### src/rtl/audiodac_cfg_seq.sv
// rtl/audiodac_cfg_seq.sv - click-free mode/OSR/volume sequencer for the audio DAC modulator
module audiodac_cfg_seq #(
    parameter int RAMP_SAMPLES  = 4,
    parameter int SETTLE_CYCLES = 16
) (
    input  logic       clk_i,
    input  logic       rst_i,
    input  logic       cfg_mode_i,
    input  logic [1:0] cfg_osr_i,
    input  logic [3:0] cfg_volume_i,
    input  logic       cfg_valid_i,
    output logic       cfg_ready_o,
    input  logic       audio_rd_i,
    output logic       mod_rst_n_o,
    output logic       mod_mode_o,
    output logic [1:0] mod_osr_o,
    output logic [3:0] mod_volume_o,
    output logic       busy_o
);

    localparam logic [7:0] RAMP_LAST   = 8'(RAMP_SAMPLES - 1);
    localparam logic [7:0] SETTLE_LAST = 8'(SETTLE_CYCLES - 1);

    typedef enum logic [2:0] {INIT, IDLE, RAMP, RAMP_DN, HOLD, RAMP_UP} state_t;

    state_t     state, state_n;
    logic       tgt_mode;
    logic [1:0] tgt_osr;
    logic [3:0] tgt_vol;
    logic [7:0] scnt;
    logic [7:0] hcnt;

    logic       xfer;
    logic       in_ramp;
    logic [3:0] goal;
    logic       step;

    assign xfer    = cfg_valid_i && cfg_ready_o;
    assign in_ramp = (state == RAMP) || (state == RAMP_DN) || (state == RAMP_UP);
    assign goal    = (state == RAMP_DN) ? 4'd0 : tgt_vol;
    // A volume step lands on the pulse that completes RAMP_SAMPLES samples.
    assign step    = in_ramp && audio_rd_i && (scnt == RAMP_LAST);

    always_comb begin
        state_n = state;
        case (state)
            INIT:    if (mod_rst_n_o) state_n = IDLE;
            IDLE: begin
                if (xfer) begin
                    if ((cfg_mode_i != mod_mode_o) || (cfg_osr_i != mod_osr_o))
                        state_n = RAMP_DN;
                    else if (cfg_volume_i != mod_volume_o)
                        state_n = RAMP;
                end
            end
            RAMP,
            RAMP_UP: if (mod_volume_o == tgt_vol) state_n = IDLE;
            RAMP_DN: if (mod_volume_o == 4'd0) state_n = HOLD;
            HOLD:    if (hcnt == SETTLE_LAST) state_n = RAMP_UP;
            default: state_n = INIT;
        endcase
    end

    always_ff @(posedge clk_i or posedge rst_i) begin
        if (rst_i) begin
            state        <= INIT;
            tgt_mode     <= 1'b0;
            tgt_osr      <= 2'd0;
            tgt_vol      <= 4'd0;
            scnt         <= 8'd0;
            hcnt         <= 8'd0;
            cfg_ready_o  <= 1'b0;
            busy_o       <= 1'b1;
            mod_rst_n_o  <= 1'b0;
            mod_mode_o   <= 1'b0;
            mod_osr_o    <= 2'd0;
            mod_volume_o <= 4'd0;
        end else begin
            state       <= state_n;
            cfg_ready_o <= (state_n == IDLE);
            busy_o      <= (state_n != IDLE);

            if (state_n != state)
                scnt <= 8'd0;
            else if (in_ramp && audio_rd_i)
                scnt <= step ? 8'd0 : scnt + 8'd1;

            if (step && (mod_volume_o != goal)) begin
                if (mod_volume_o < goal)
                    mod_volume_o <= mod_volume_o + 4'd1;
                else
                    mod_volume_o <= mod_volume_o - 4'd1;
            end

            case (state)
                INIT: begin
                    if (!mod_rst_n_o) begin
                        if (hcnt == SETTLE_LAST)
                            mod_rst_n_o <= 1'b1;
                        else
                            hcnt <= hcnt + 8'd1;
                    end
                end
                IDLE: begin
                    if (xfer) begin
                        tgt_mode <= cfg_mode_i;
                        tgt_osr  <= cfg_osr_i;
                        tgt_vol  <= cfg_volume_i;
                    end
                end
                RAMP_DN: begin
                    // Mode/OSR only ever change while the modulator goes into reset.
                    if (state_n == HOLD) begin
                        mod_rst_n_o <= 1'b0;
                        mod_mode_o  <= tgt_mode;
                        mod_osr_o   <= tgt_osr;
                        hcnt        <= 8'd0;
                    end
                end
                HOLD: begin
                    hcnt <= hcnt + 8'd1;
                    if (state_n == RAMP_UP)
                        mod_rst_n_o <= 1'b1;
                end
                default: ;
            endcase
        end
    end

endmodule

### config.mk
export PLATFORM = sky130hd
export DESIGN_NAME = audiodac_cfg_seq
export DESIGN_NICKNAME = d
export VERILOG_FILES = /design/src/rtl/audiodac_cfg_seq.sv
export SDC_FILE = /design/constraint.sdc
export NUM_CORES = 1
export LEC_CHECK = 0
export BUFFER_PORTS_ARGS = -buffer_cell sky130_fd_sc_hd__buf_2
export CELL_PAD_IN_SITES_DETAIL_PLACEMENT = 0
export CELL_PAD_IN_SITES_GLOBAL_PLACEMENT = 1
export CORE_ASPECT_RATIO = 0.75
export CORE_MARGIN = 8
export CORE_UTILIZATION = 46
export DETAILED_ROUTE_END_ITERATION = 6
export PLACE_DENSITY = 0.89
export SETUP_SLACK_MARGIN = 0.15
export SYNTH_ARGS = -nofsm -noshare
export SYNTH_HDL_FRONTEND = slang
export SYNTH_SLANG_ARGS = --single-unit
### constraint.sdc
create_clock -name clk_i -period 4 [get_ports clk_i]
set_input_delay 0.2 -clock clk_i [delete_from_list [all_inputs] [get_ports clk_i]]
set_output_delay 0.2 -clock clk_i [all_outputs]
set_load 0.01 [all_outputs]
==> Word level (Yosys, flattened, before mapping) <==
Index checks and enable logic that the tools add are counted.
{ "classes": {"addsub": 4, "order_cmp": 1, "n_eq_ne": 21, "n_mux": 22, "n_reduce_logical": 16} }
{ "ops": {"columns": ["op", "count"], "rows": [
  ["$mux 8", 6],
  ["$pmux 8 s3", 1],
  ["$mux 3", 7],
  ["$add 8x1->8 const B", 2],
  ["$pmux 3 s5", 1],
  ["$eq 3x3->1 const B", 4],
  ["$eq 8x2->1 const B", 1],
  ["$eq 8x4->1 const B", 1],
  ["$mux 4", 2],
  ["$ne 4x4->1", 2],
  ["$eq 3x1->1 const B", 2],
  ["$eq 3x2->1 const B", 2],
  ["$ne 2x2->1 const B", 3],
  ["$add 4x1->4 const B", 1],
  ["$eq 4x4->1", 1],
  ["$logic_and 1x1->1", 4],
  ["$logic_not 4->1", 1],
  ["$lt 4x4->1", 1],
  ["$mux 1", 4],
  ["$reduce_and 2->1", 2],
  ["$reduce_and 4->1", 1],
  ["$sub 4x1->4 const B", 1],
  ["$logic_not 3->1", 1],
  ["$logic_or 1x1->1", 3],
  ["10 further kinds", 10]
]} }
{ "totals": {"register_bits": 36, "in_bits": 11} }

==> Longest topological paths before layout <==
Gate-level depths: netlist (run 1).
{ "logic_depth": {"ltp_word": 8, "depth_mapped": 15} }

==> Least setup slack after synthesis (run 1) <==
No wires, ideal clock.
{ "synth_path": {"kind": "reg2reg", "startpoint": "register state[2]", "endpoint": "register mod_volume_o[3]", "setup_ps": 80, "arrival_ps": 2774, "required_time_ps": 3920, "slack_ps": 1146, "path_stages_with_launch": 16, "path_cell_list": "dfrtp_1 -> buf_2 -> inv_1 -> nand3_1 -> clkbuf_1 -> nand2_1 -> ha_1 -> nor2b_1 -> o211ai_1 -> nand2_1 -> ha_1 -> a21o_1 -> a21o_1 -> a21o_1 -> a21boi_2 -> xor2_1"} }
{ "synth_via": {"elab_chain_cells": 6, "word_cells_on_any_way": 12, "cone_classes": "order compare: 1; eq/ne: 4; mux: 2; reduce/logical: 5"} }
{ "synth_lines": {"columns": ["element", "line", "source"], "rows": [
  ["start, declared", "26", "state_t state, state_n;"],
  ["start signal, assigned", "79", "state <= state_n;"],
  ["parallel branches: the longest is 6 deep, another holds $lt 4x4->1", null, null],
  ["end signal, assigned", "90", "mod_volume_o <= mod_volume_o + 4'd1;"],
  ["end signal, assigned", "92", "mod_volume_o <= mod_volume_o - 4'd1;"],
  ["end, declared", "17", "output logic [3:0] mod_volume_o,"]
]} }
Several ways; the timed one is not identified.
A chain may end at the register's enable or synchronous reset.

==> Worst setup path in the final report (run 1) <==
Ends and elaborated chain as after synthesis.

==> reports/results.txt, run 1 <==
Grt met2 use: 18.8%
Multiplexer area fraction after synthesis: 6.80%
Syn_nets: 222
Die width: 94.3 µm
Slew margin rel.: 48.6%
Routed WL: 4260 µm
Clock input transition at the sequential cells of the worst setup and hold paths: 0.07 ns
GPL Wtd Cong: 0.876
Final Hold Fails: 0
Root buf cell: clkbuf_8
Core Area: 0.00444 mm²
CP required: 4.20 ns
Critical path's top delay family: compound AO/OA/AOI/OAI gates
Rows: 21
Setup TNS: 0 ns
Ant. Diodes: 0
XOR/XNOR share of the synthesized area: 7.86%
Most Crowded Layer GR: met1
IO Port Bufs: 20
Grt ovf: 0
Initial antenna violation count: 0
Status: completed
Vias: 1,560
RSZ-0062 raised after global routing: no
First-pass GRT wire length: 7490 µm
GR Util met3: 4.98%
Resize count post-CTS: 0
Post-place setup slack: 0.770 ns
H-tree lvl count: 2
Ys async rst share: 100%
Synth Cell Area: 0.00212 mm²
Clock sinks: 36
Met1 GRT Util: 18.9%
Worst VDD drop: 0.355 mV
Die footprint: 0.00705 mm²
Largest net degree at the start of global routing: 37
IO Pins: 21
Crit start category: flip-flop
Post-synth EDFFs: 0
Minimum clock period: 3.20 ns
Share of cells above drive strength 1: 21.4%
Max Cap Violations: 0
Crit path buf inv count: 1
Post-Synthesis Cells: 202
CP dominant cell by count: a21o_1
Register area share after synthesis: 42.6%
Critical Path Max Stage Delay: 0.47 ns
Top_reg_cell synth: dfrtp_1
GRT Overall Usage: 13.4%
Final worst slack: 0.801 ns
PwrDens: 761 mW/mm²
Router iterations before antenna repair: 4
CP Cell Sequence: inv_1 -> nand3_1 -> nand2_1 -> ha_1 -> nor2b_1 -> o211ai_1 -> nand2_1 -> ha_1 -> a21o_1 -> a21o_1 -> a21o_1 -> a21boi_2 -> xor2_1
Final nets: 243
Vias per cell: 5.55
Final setup fails: 0
Later-pin clock latency in the skew report: 0.28 ns
Worst Setup End Kind: flip-flop
Fin crit share: 80.0%
Starting density of the core: 47.7%
Compound-Gate Fraction of Synth Area: 16.3%
P&R area growth vs syn: 11.2%
Dpl hpwl: 3140 µm
Post-synthesis area per instance: 10.5 µm²
Post-CTS setup buffer count: 0
CTS Buffer Depth: 2
TritonCTS clock tree: done
DRT iter0 DRCs: 77
Max-slew violations: 0
Register bit total from synthesis: 36
Number of nets still failing antenna checks after routing: 0
Leakage: 1.09 nW
Crit path DAT: 3.40 ns
Post-CTS Hold Buffers: 0
Simple-Gate Fraction of Synth Area: 17.8%
Hold Crit Class: in -> async
Yosys Warn Count: 0
Drt wl/cell: 15.2 µm
Fmax achieved: 0.313 GHz
Slew @ Worst Pin: 0.761 ns
Crit Path Category: reg -> reg
Synth Area in Adders: 5.67%
CP Max Fanout: 13
Library cells used by synthesis: 50
Vias in the first global route: 1,509
# DRC: 0
Slowest-stage cell, CP: dfrtp_1
Skew final: 0.00641 ns
Number of buffers created by CTS: 5
Main combinational cell family by area after synthesis: simple AND/OR/NAND/NOR gates
Die Ht: 74.8 µm
[per-layer routing]
layer,vias to the layer above,wire length [µm]
met1,739,2160
met3,2,253
met4,0,19
met5,-,0
li1,786,-
met2,33,1830
[cells in the mapped netlist, drive strengths merged (3+ instances only)]
library cell	count	area (µm²)
dfrtp	35	876
nand2	13	48.8
mux2	11	124
xor2	11	96.3
a21oi	10	50.1
nand3	10	50.1
nor3	9	56.3
ha	8	100
inv	8	30.0
nor2	8	32.5
o21ai	8	43.8
xnor2	8	70.1
a31oi	6	37.5
a21o	4	30.0
and3	4	25.0
buf	4	20.0
nand4	4	25.0
a211oi	3	22.5
clkbuf	3	11.3
nor3b	3	33.8
o211ai	3	36.3
[registers in the layout, summed over array words and instances, names as in the netlist]
name / cells
busy_o: 1
cfg_ready_o: 1
hcnt: 8
mod_mode_o: 1
mod_osr_o: 2
mod_rst_n_o: 1
mod_volume_o: 4
scnt: 8
state: 3
tgt_mode: 1
tgt_osr: 2
tgt_vol: 4
[cells by family (layout without fill, tap and decap cells)]
kind of cell | Yosys count | count (layout)
AND/OR/NAND/NOR | 63 | 63
AO/OA/AOI/OAI | 47 | 47
flip-flops | 36 | 36
XOR/XNOR | 19 | 19
buffers and inverters | 15 | 37
multiplexers | 13 | 13
adder cells (fa/ha/maj) | 9 | 9
[tightest hold or removal path: cells and delay by family]
family   cells  cell delay, ns
buf+inv      3            0.53
[worst paths after layout]
check / from / end / slack, ns / depth (start not counted)
min in group clk_i: cfg_osr_i[0] / tgt_osr[0] / 0.17 / 2
max reg2reg: state[2] / mod_volume_o[3] / 0.80 / 13
max in group asynchronous: rst_i / busy_o / 3.64 / 3
min reg2reg: tgt_osr[0] / mod_osr_o[0] / 0.49 / 1
max: state[2] / mod_volume_o[3] / 0.80 / 13
min: rst_i / hcnt[5] / 0.02 / 3
[layout by cell type, fill, tap and decap left out, drive strengths merged, types with 2 or more instances in the layout]
cell    instances
a211oi          3
a21bo           2
a21o            4
a21oi          10
a31oi           6
a41oi           2
and3            4
buf            21
clkbuf          8
dfrtp          35
ha              8
inv             8
mux2           11
mux2i           2
nand2          13
nand3          10
nand4           4
nor2            8
nor2b           2
nor3            9
nor3b           3
nor4            2
o211ai          3
o21ai           8
o221ai          2
o31ai           2
or4             2
xnor2           8
xor2           11
[report_power, final]
| group | leakage (nW) | internal (mW) | switching, mW |
|---|---|---|---|
| clock | 0.0455 | 0.140 | 0.121 |
| sequential | 0.453 | 0.491 | 0.155 |
| combinational | 0.596 | 0.401 | 0.482 |
[metrics by stage]
stage	cells	total power [mW]	cell area (µm²)	hold slack, ns	util [%]
2_1_floorplan	202	1.33	2120	0.350	-
5_1_grt	281	1.96	2350	0.0733	53.0
6_report	281	1.79	2350	0.0183	53.0
4_1_cts	281	1.81	2350	0.0303	53.0
3_3_place_gp	273	1.53	2260	0.329	51.0
3_5_place_dp	273	1.54	2260	0.337	51.0
[area by class of cell]
| cell class | instances | area [µm²] |
|---|---|---|
| repair buffers | 21 | 108 |
| well taps | 57 | 71.3 |
| clock buffers | 8 | 90.1 |
| multi-input cells | 151 | 1150 |
| flip-flops and latches | 36 | 902 |
| inverters | 8 | 30.0 |
| fillers | 394 | 2090 |
No activity file was read; power rests on OpenSTA's default activity.
==> inputs of run 2 (changes only) <==
==> constraint.sdc (replaced) <==
create_clock -name clk_i -period 3.3 [get_ports clk_i]
set_input_delay 0.165 -clock clk_i [delete_from_list [all_inputs] [get_ports clk_i]]
set_output_delay 0.165 -clock clk_i [all_outputs]
set_load 0.01 [all_outputs]
==> run 2 against run 1 <==
Final area grew 0.90%. Flip-flop and latch count stayed put. Clock power grew 24%. Cell count up 0.71%. Count of clock-buffer cells in the layout is 2 lower. Sequential power is 22% higher. Total power rose by 23%. Register-to-register slack worse by 0.44 ns. Via count rose by 2.3%. First-iteration DRC count grew 44%. Largest cell class unchanged. Highest routed layer unchanged.
==> reports/results.txt, run 2 (same netlist as run 1, synthesis figures left out) <==
Status: completed
P&R area growth vs syn: 12.2%
Grt ovf: 0 (unchanged)
Commonest non-fill, non-tap cell in the layout: dfrtp_1
# DRC: 0 (unchanged)
Critical path's top delay family: compound AO/OA/AOI/OAI gates
Placed cells: 274 (+0.37%)
Routed WL: 4400 µm (+3.2%)
Later-pin clock latency in the skew report: 0.29 ns (about the same)
Critical Path Max Stage Delay: 0.47 ns (about the same)
Vias: 1,596 (+2.3%)
Final setup fails: 0 (unchanged)
Internal: 1.26 mW (+22%)
Hold WS: 0.138 ns (+0.120 ns)
Ant. Diodes: 0 (unchanged)
Total power: 2.21 mW (+23%)
H-tree lvl count: 2 (unchanged)
Clock sinks: 36 (unchanged)
CP Max Fanout: 9 (-4)
WHS Path Cells: 2
Layout Cells excl Fill: 283 (+0.71%)
Reg2reg path depth: 13 (unchanged)
Commonest cells after routing, fill and taps aside: 34 x dfrtp_1, 20 x buf_2, 13 x nand2_1, 11 x xor2_1
Worst R2R Start: state[2]
Core Area: 0.00444 mm² (unchanged)
Hold path start: cfg_osr_i[1]
Largest net degree at the start of global routing: 37 (unchanged)
Max Cap Violations: 0 (unchanged)
Max-slew violations: 0 (unchanged)
Clock Power Share: 14.8% (+0.2 points)
TritonCTS clock tree: done
Crit path DAT: 3.15 ns (-0.25 ns)
DRT iter0 DRCs: 111 (+44%)
RSZ-0062 raised after global routing: no
Router iterations before antenna repair: 4 (unchanged)
Crit Path Category: reg -> reg
Number of buffers created by CTS: 5 (unchanged)
Vias per cell: 5.64 (+1.6%)
Crit path buf inv count: 2 (+1)
GPL Wtd Cong: 0.849 (-3.0%)
Final nets: 245 (+0.82%)
Switching Share: 42.9% (+0.56 points)
First-pass GRT wire length: 7630 µm (+1.8%)
Post-layout util: 53.5% (+0.48 points)
Slew @ Worst Pin: 0.820 ns (+0.0589 ns)
Slowest-stage cell, CP: dfrtp_2
CTS Buffer Depth: 2 (unchanged)
Die footprint: 0.00705 mm² (unchanged)
PwrDens: 929 mW/mm² (+22%)
IO Port Bufs: 20 (unchanged)
Worst hold endpoint: tgt_osr[1]
Number of nets still failing antenna checks after routing: 0 (unchanged)
Switching power total: 948 µW (+25%)
Skew final: 0.00547 ns (-0.000938 ns)
GRT Overall Usage: 13.8% (+0.39 points)
Worst VDD drop: 0.443 mV (+25%)
Share of cells above drive strength 1: 23.0% (+1.6 points)
Slew margin rel.: 44.6% (-4.0 points)
CP required: 3.52 ns (-0.68 ns)
Setup slack, reg-to-reg: 0.37 ns (-0.44 ns)
Initial antenna violation count: 0 (unchanged)
Worst Setup End Kind: flip-flop
Minimum clock period: 2.93 ns (-0.265 ns)
Die Ht: 74.8 µm (unchanged)
Die width: 94.3 µm (unchanged)
Post-CTS setup buffer count: 0 (unchanged)
Root buf cell: clkbuf_8
Fmax achieved: 0.341 GHz (+9.0%)
Starting density of the core: 47.7% (unchanged)
Rows: 21 (unchanged)
CP dominant cell by count: a21o_1
IO Pins: 21 (unchanged)
Seq pwr share: 35.7% (-0.4 points)
Fin crit share: 88.9% (+8.9 points)
Fillers: 417 (+5.8%)
Comb pwr share: 49.6% (+0.3 points)
Crit start category: flip-flop
Largest registers: hcnt (8), scnt (8)
Hold Crit Class: in -> reg
Vias in the first global route: 1,568 (+3.9%)
Leakage: 1.11 nW (+1.1%)
Clock input transition at the sequential cells of the worst setup and hold paths: 0.07 ns (about the same)
Dpl hpwl: 3230 µm (+2.9%)
Final Hold Fails: 0 (unchanged)
Setup TNS: 0 ns (unchanged)
Drt wl/cell: 15.6 µm (+2.5%)
CP Cell Sequence: inv_1 -> nand3_1 -> buf_4 -> nand2_1 -> ha_1 -> a21oi_1 -> nand2_1 -> ha_1 -> a21o_1 -> a21o_1 -> a21o_1 -> a21boi_2 -> xor2_1
Worst flop-to-flop path endpoint: mod_volume_o[3]
-- run 2: layer usage --
metal | vias up | part of all wire [%] | routed length (µm) | GRT usage, %
li1 | 787 | - | - | -
met5 | - | 0 | 0 | 0
met3 | 6 | 4.9 | 215 | 3.78
met2 | 26 | 42 | 1850 | 19.8
met4 | 0 | 0.86 | 38 | 3.68
met1 | 777 | 52 | 2300 | 19.8
-- run 2: metrics by stage --
| stage | worst slack [ns] | cell area (µm²) |
|---|---|---|
| after floorplan | 0.446 | 2120 |
| after global placement | 0.467 | 2270 |
| after detailed placement | 0.335 | 2270 |
| after CTS | 0.315 | 2370 |
| after global routing | 0.191 | 2380 |
| final | 0.366 | 2380 |
-- run 2: layout make-up --
type	count	area [µm²]	share of cell area, %
clock buffers	6	82.6	3.48
clock inverters	2	10.0	0.421
inverters	8	30.0	1.26
multi-input cells	151	1150	48.6
flip-flops and latches	36	903	38.0
well taps	57	71.3	3.00
repair buffers	23	125	5.27
-- run 2: power by group through the flow --
stage	Clock [mW]	Sequential, mW	Combinational [mW]
2_1_floorplan	0	0.744	0.869
3_3_place_gp	0	0.787	1.07
3_5_place_dp	0	0.789	1.09
4_1_cts	0.335	0.785	1.10
5_1_grt	0.357	0.818	1.23
6_report	0.326	0.787	1.09
-- run 2: worst max path at each step --
stage                  start         endpoint  depth (start not counted)
finish              state[2]  mod_volume_o[3]                         13
global route        state[2]  mod_volume_o[3]                         13
CTS                 state[2]  mod_volume_o[3]                         13
detailed placement  state[2]  mod_volume_o[3]                         13
global placement    state[2]  mod_volume_o[3]                         13
floorplan           state[2]  mod_volume_o[3]                         15
-- run 2: timing repair --
item                                    CTS  global route
gates resized for setup                   0             1
endpoints found under the setup margin    0             1
endpoints found under the hold margin    35             0
hold buffers                              1             0
==> inputs of run 3 (changes only) <==
--- a/config.mk
+++ b/config.mk
@@ -5,12 +5,13 @@
 export SDC_FILE = /design/constraint.sdc
 export NUM_CORES = 1
 export LEC_CHECK = 0
+export ABC_AREA = 1
 export BUFFER_PORTS_ARGS = -buffer_cell sky130_fd_sc_hd__buf_2
 export CELL_PAD_IN_SITES_DETAIL_PLACEMENT = 0
 export CELL_PAD_IN_SITES_GLOBAL_PLACEMENT = 1
 export CORE_ASPECT_RATIO = 0.75
-export CORE_MARGIN = 8
-export CORE_UTILIZATION = 46
+export CORE_MARGIN = 4
+export CORE_UTILIZATION = 43
 export DETAILED_ROUTE_END_ITERATION = 6
 export PLACE_DENSITY = 0.89
 export SETUP_SLACK_MARGIN = 0.15
==> run 3 against run 2 <==
First-iteration DRC count down 44%. Final area up 4.6%. Largest power group unchanged. Synthesized area up 4.3%. Utilization down 3.1 points. Global-route usage up 1.7 points.
==> reports/results.txt, run 3 <==
# DRC: 0 (unchanged)
DRT iter0 DRCs: 62 (-44%)
Critical path's top delay family: compound AO/OA/AOI/OAI gates
IO Port Bufs: 20 (unchanged)
Vias in the first global route: 1,667 (+6.3%)
Yosys Warn Count: 0 (unchanged)
Core Area: 0.00493 mm² (+11%)
Clock input transition at the sequential cells of the worst setup and hold paths: 0.07 ns (about the same)
Die width: 90.7 µm (-3.8%)
Commonest cells after routing, fill and taps aside: 91 x nand2_1, 36 x nor2_1, 35 x dfrtp_1, 33 x inv_1, 21 x o21ai_0
CP required: 3.47 ns (-0.05 ns)
RSZ-0062 raised after global routing: no
Vias: 1,850 (+16%)
Final nets: 340 (+39%)
Final Hold Fails: 0 (unchanged)
Setup TNS: 0 ns (unchanged)
Post-layout util: 50.4% (-3.1 points)
Routed WL: 4420 µm (+0.45%)
Top_reg_cell synth: dfrtp_1
Commonest non-fill, non-tap cell in the layout: nand2_1
List of most frequent post-synthesis cells: 91 x nand2_1, 36 x nor2_1, 35 x dfrtp_1, 33 x inv_1, 21 x o21ai_0
Worst Setup End Kind: flip-flop
Crit Path Category: reg -> reg
CP Max Fanout: 9 (unchanged)
Top cell type's share of synthesized area: 39.7% (-1.7 points)
Drt wl/cell: 11.6 µm (-25%)
Register bit total from synthesis: 36 (unchanged)
Placed cells: 372 (+36%)
Top cells by area, synth: dfrtp_1 40%, nand2_1 15%, nor2_1 6.1%
Number of buffers created by CTS: 5 (unchanged)
Max-slew violations: 0 (unchanged)
Leading area contributor after synthesis: dfrtp_1
Rows: 22 (+4.8%)
Worst VDD drop: 0.340 mV (-23%)
Share of cells above drive strength 1: 15.0% (-8.1 points)
Crit path DAT: 2.90 ns (-0.25 ns)
Layout Cells excl Fill: 381 (+35%)
Fillers: 489 (+17%)
IO Pins: 21 (unchanged)
Crit path buf inv count: 1 (-1)
Hold Crit Class: in -> reg
Die footprint: 0.00635 mm² (-9.9%)
Syn_nets: 312 (+41%)
Resize count post-CTS: 0 (unchanged)
Final setup fails: 0 (unchanged)
Root buf cell: clkbuf_8
Register area share after synthesis: 40.9% (-1.7 points)
Clock sinks: 36 (unchanged)
Dpl hpwl: 3440 µm (+6.3%)
CP Cell Sequence: nand2_2 -> nor2_4 -> inv_4 -> nand2_1 -> ha_1 -> nand2_1 -> o21ai_0 -> ha_1 -> a21oi_1 -> o21ai_0 -> xnor2_1 -> nor2_1 -> xor2_1
Router iterations before antenna repair: 4 (unchanged)
Ant. Diodes: 0 (unchanged)
Crit start category: flip-flop
Starting density of the core: 44.8% (-2.9 points)
Largest registers: hcnt (8), scnt (8)
Later-pin clock latency in the skew report: 0.28 ns (about the same)
Minimum clock period: 2.73 ns (-0.205 ns)
Fin crit share: 82.7% (-6.2 points)
Final worst slack: 0.571 ns (+0.205 ns)
H-tree lvl count: 2 (unchanged)
GPL Wtd Cong: 0.785 (-7.6%)
Synth Cell Area: 0.00221 mm² (+4.3%)
Fmax achieved: 0.366 GHz (+7.5%)
PwrDens: 727 mW/mm² (-22%)
Slew @ Worst Pin: 0.733 ns (-0.0861 ns)
Max Cap Violations: 0 (unchanged)
Initial antenna violation count: 0 (unchanged)
First-pass GRT wire length: 7960 µm (+4.2%)
Vias per cell: 4.86 (-14%)
Post-Synthesis Cells: 292 (+45%)
P&R area growth vs syn: 12.6%
Die Ht: 70.0 µm (-6.3%)
Cell with the most instances after synthesis: nand2_1
Post-place setup slack: 0.576 ns (+0.241 ns)
Slew margin rel.: 50.9% (+6.3 points)
Status: completed
Largest net degree at the start of global routing: 37 (unchanged)
Ys async rst share: 100% (unchanged)
TritonCTS clock tree: done
Grt ovf: 0 (unchanged)
Post-synth EDFFs: 0 (unchanged)
CTS Buffer Depth: 2 (unchanged)
Number of nets still failing antenna checks after routing: 0 (unchanged)
Leakage: 1.31 nW (+18%)
Library cells used by synthesis: 32 (-36%)
Skew final: 0.00727 ns (+0.00180 ns)
Slowest-stage cell, CP: o21ai_0
Critical Path Max Stage Delay: 0.47 ns (about the same)
GRT Overall Usage: 15.5% (+1.7 points)
Post-synthesis area per instance: 7.56 µm² (-28%)
==> run 3: layout make-up <==
class | count | area [µm²] | share of cell area (%)
clock buffers | 8 | 90.1 | 3.63
inverters | 38 | 149 | 5.99
multi-input cells | 217 | 1150 | 46.3
flip-flops and latches | 36 | 902 | 36.3
well taps | 60 | 75.1 | 3.02
repair buffers | 22 | 118 | 4.73
==> run 3: repair_timing <==
item | 4_1_cts | 5_1_grt
setup buffers | 0 | 0
endpoints found under the hold margin | 26 | 0
hold buffers | 1 | 0
==> run 3: metal layers <==
layer	vias up	wire, µm	part of all wire, %	track usage (%)
met5	-	0	0	0
met4	0	45	1.0	4.07
met3	5	191	4.3	4.74
met2	29	1800	41	22.0
met1	841	2380	54	22.7
li1	975	-	-	-
==> run 3: worst reg2reg max path: stages, from the launching register on <==
cell and delay, ns:
dfrtp_1 0.44, nand2_2 0.10, nor2_4 0.06, inv_4 0.13, nand2_1 0.08, ha_1 0.31, nand2_1 0.05, o21ai_0 0.47
ha_1 0.38, a21oi_1 0.12, o21ai_0 0.11, xnor2_1 0.16, nor2_1 0.06, xor2_1 0.13
==> run 3: worst paths after layout <==
check	from	to	slack (ns)	cells after the start
max	state[0]	mod_volume_o[3]	0.57	13
min	cfg_volume_i[1]	tgt_vol[1]	0.11	3
max reg2reg	state[0]	mod_volume_o[3]	0.57	13
min reg2reg	tgt_osr[0]	mod_osr_o[0]	0.47	2
max in group asynchronous	rst_i	busy_o	2.42	4
min in group asynchronous	rst_i	tgt_vol[2]	0.52	4
==> run 3: logic make-up (layout without fill, tap and decap cells) <==
family | count (synthesis) | in the layout | share of synthesized area (%)
buffers and inverters | 39 | 68 | 6.97
adders and majority gates | 9 | 9 | 5.44
DFF | 36 | 36 | 40.9
xor gates and xnor gates | 13 | 13 | 5.16
AOI/OAI and AO/OA | 39 | 39 | 9.64
and+or+nand+nor | 156 | 156 | 31.9
==> run 3: through the flow <==
stage / hold WS (ns) / total power [mW] / area (µm²)
after floorplan: 0.282 / 1.30 / 2210
after global placement: 0.302 / 1.49 / 2380
after detailed placement: 0.295 / 1.51 / 2380
after CTS: 0.106 / 1.84 / 2480
after global routing: 0.114 / 2.00 / 2480
final: 0.111 / 1.81 / 2480
==> run 3: power by group <==
part	internal, mW	leakage, nW	switching [mW]	total [mW]
Sequential	0.560	0.467	0.117	0.677
Combinational	0.310	0.798	0.499	0.809
Clock	0.170	0.0455	0.149	0.320
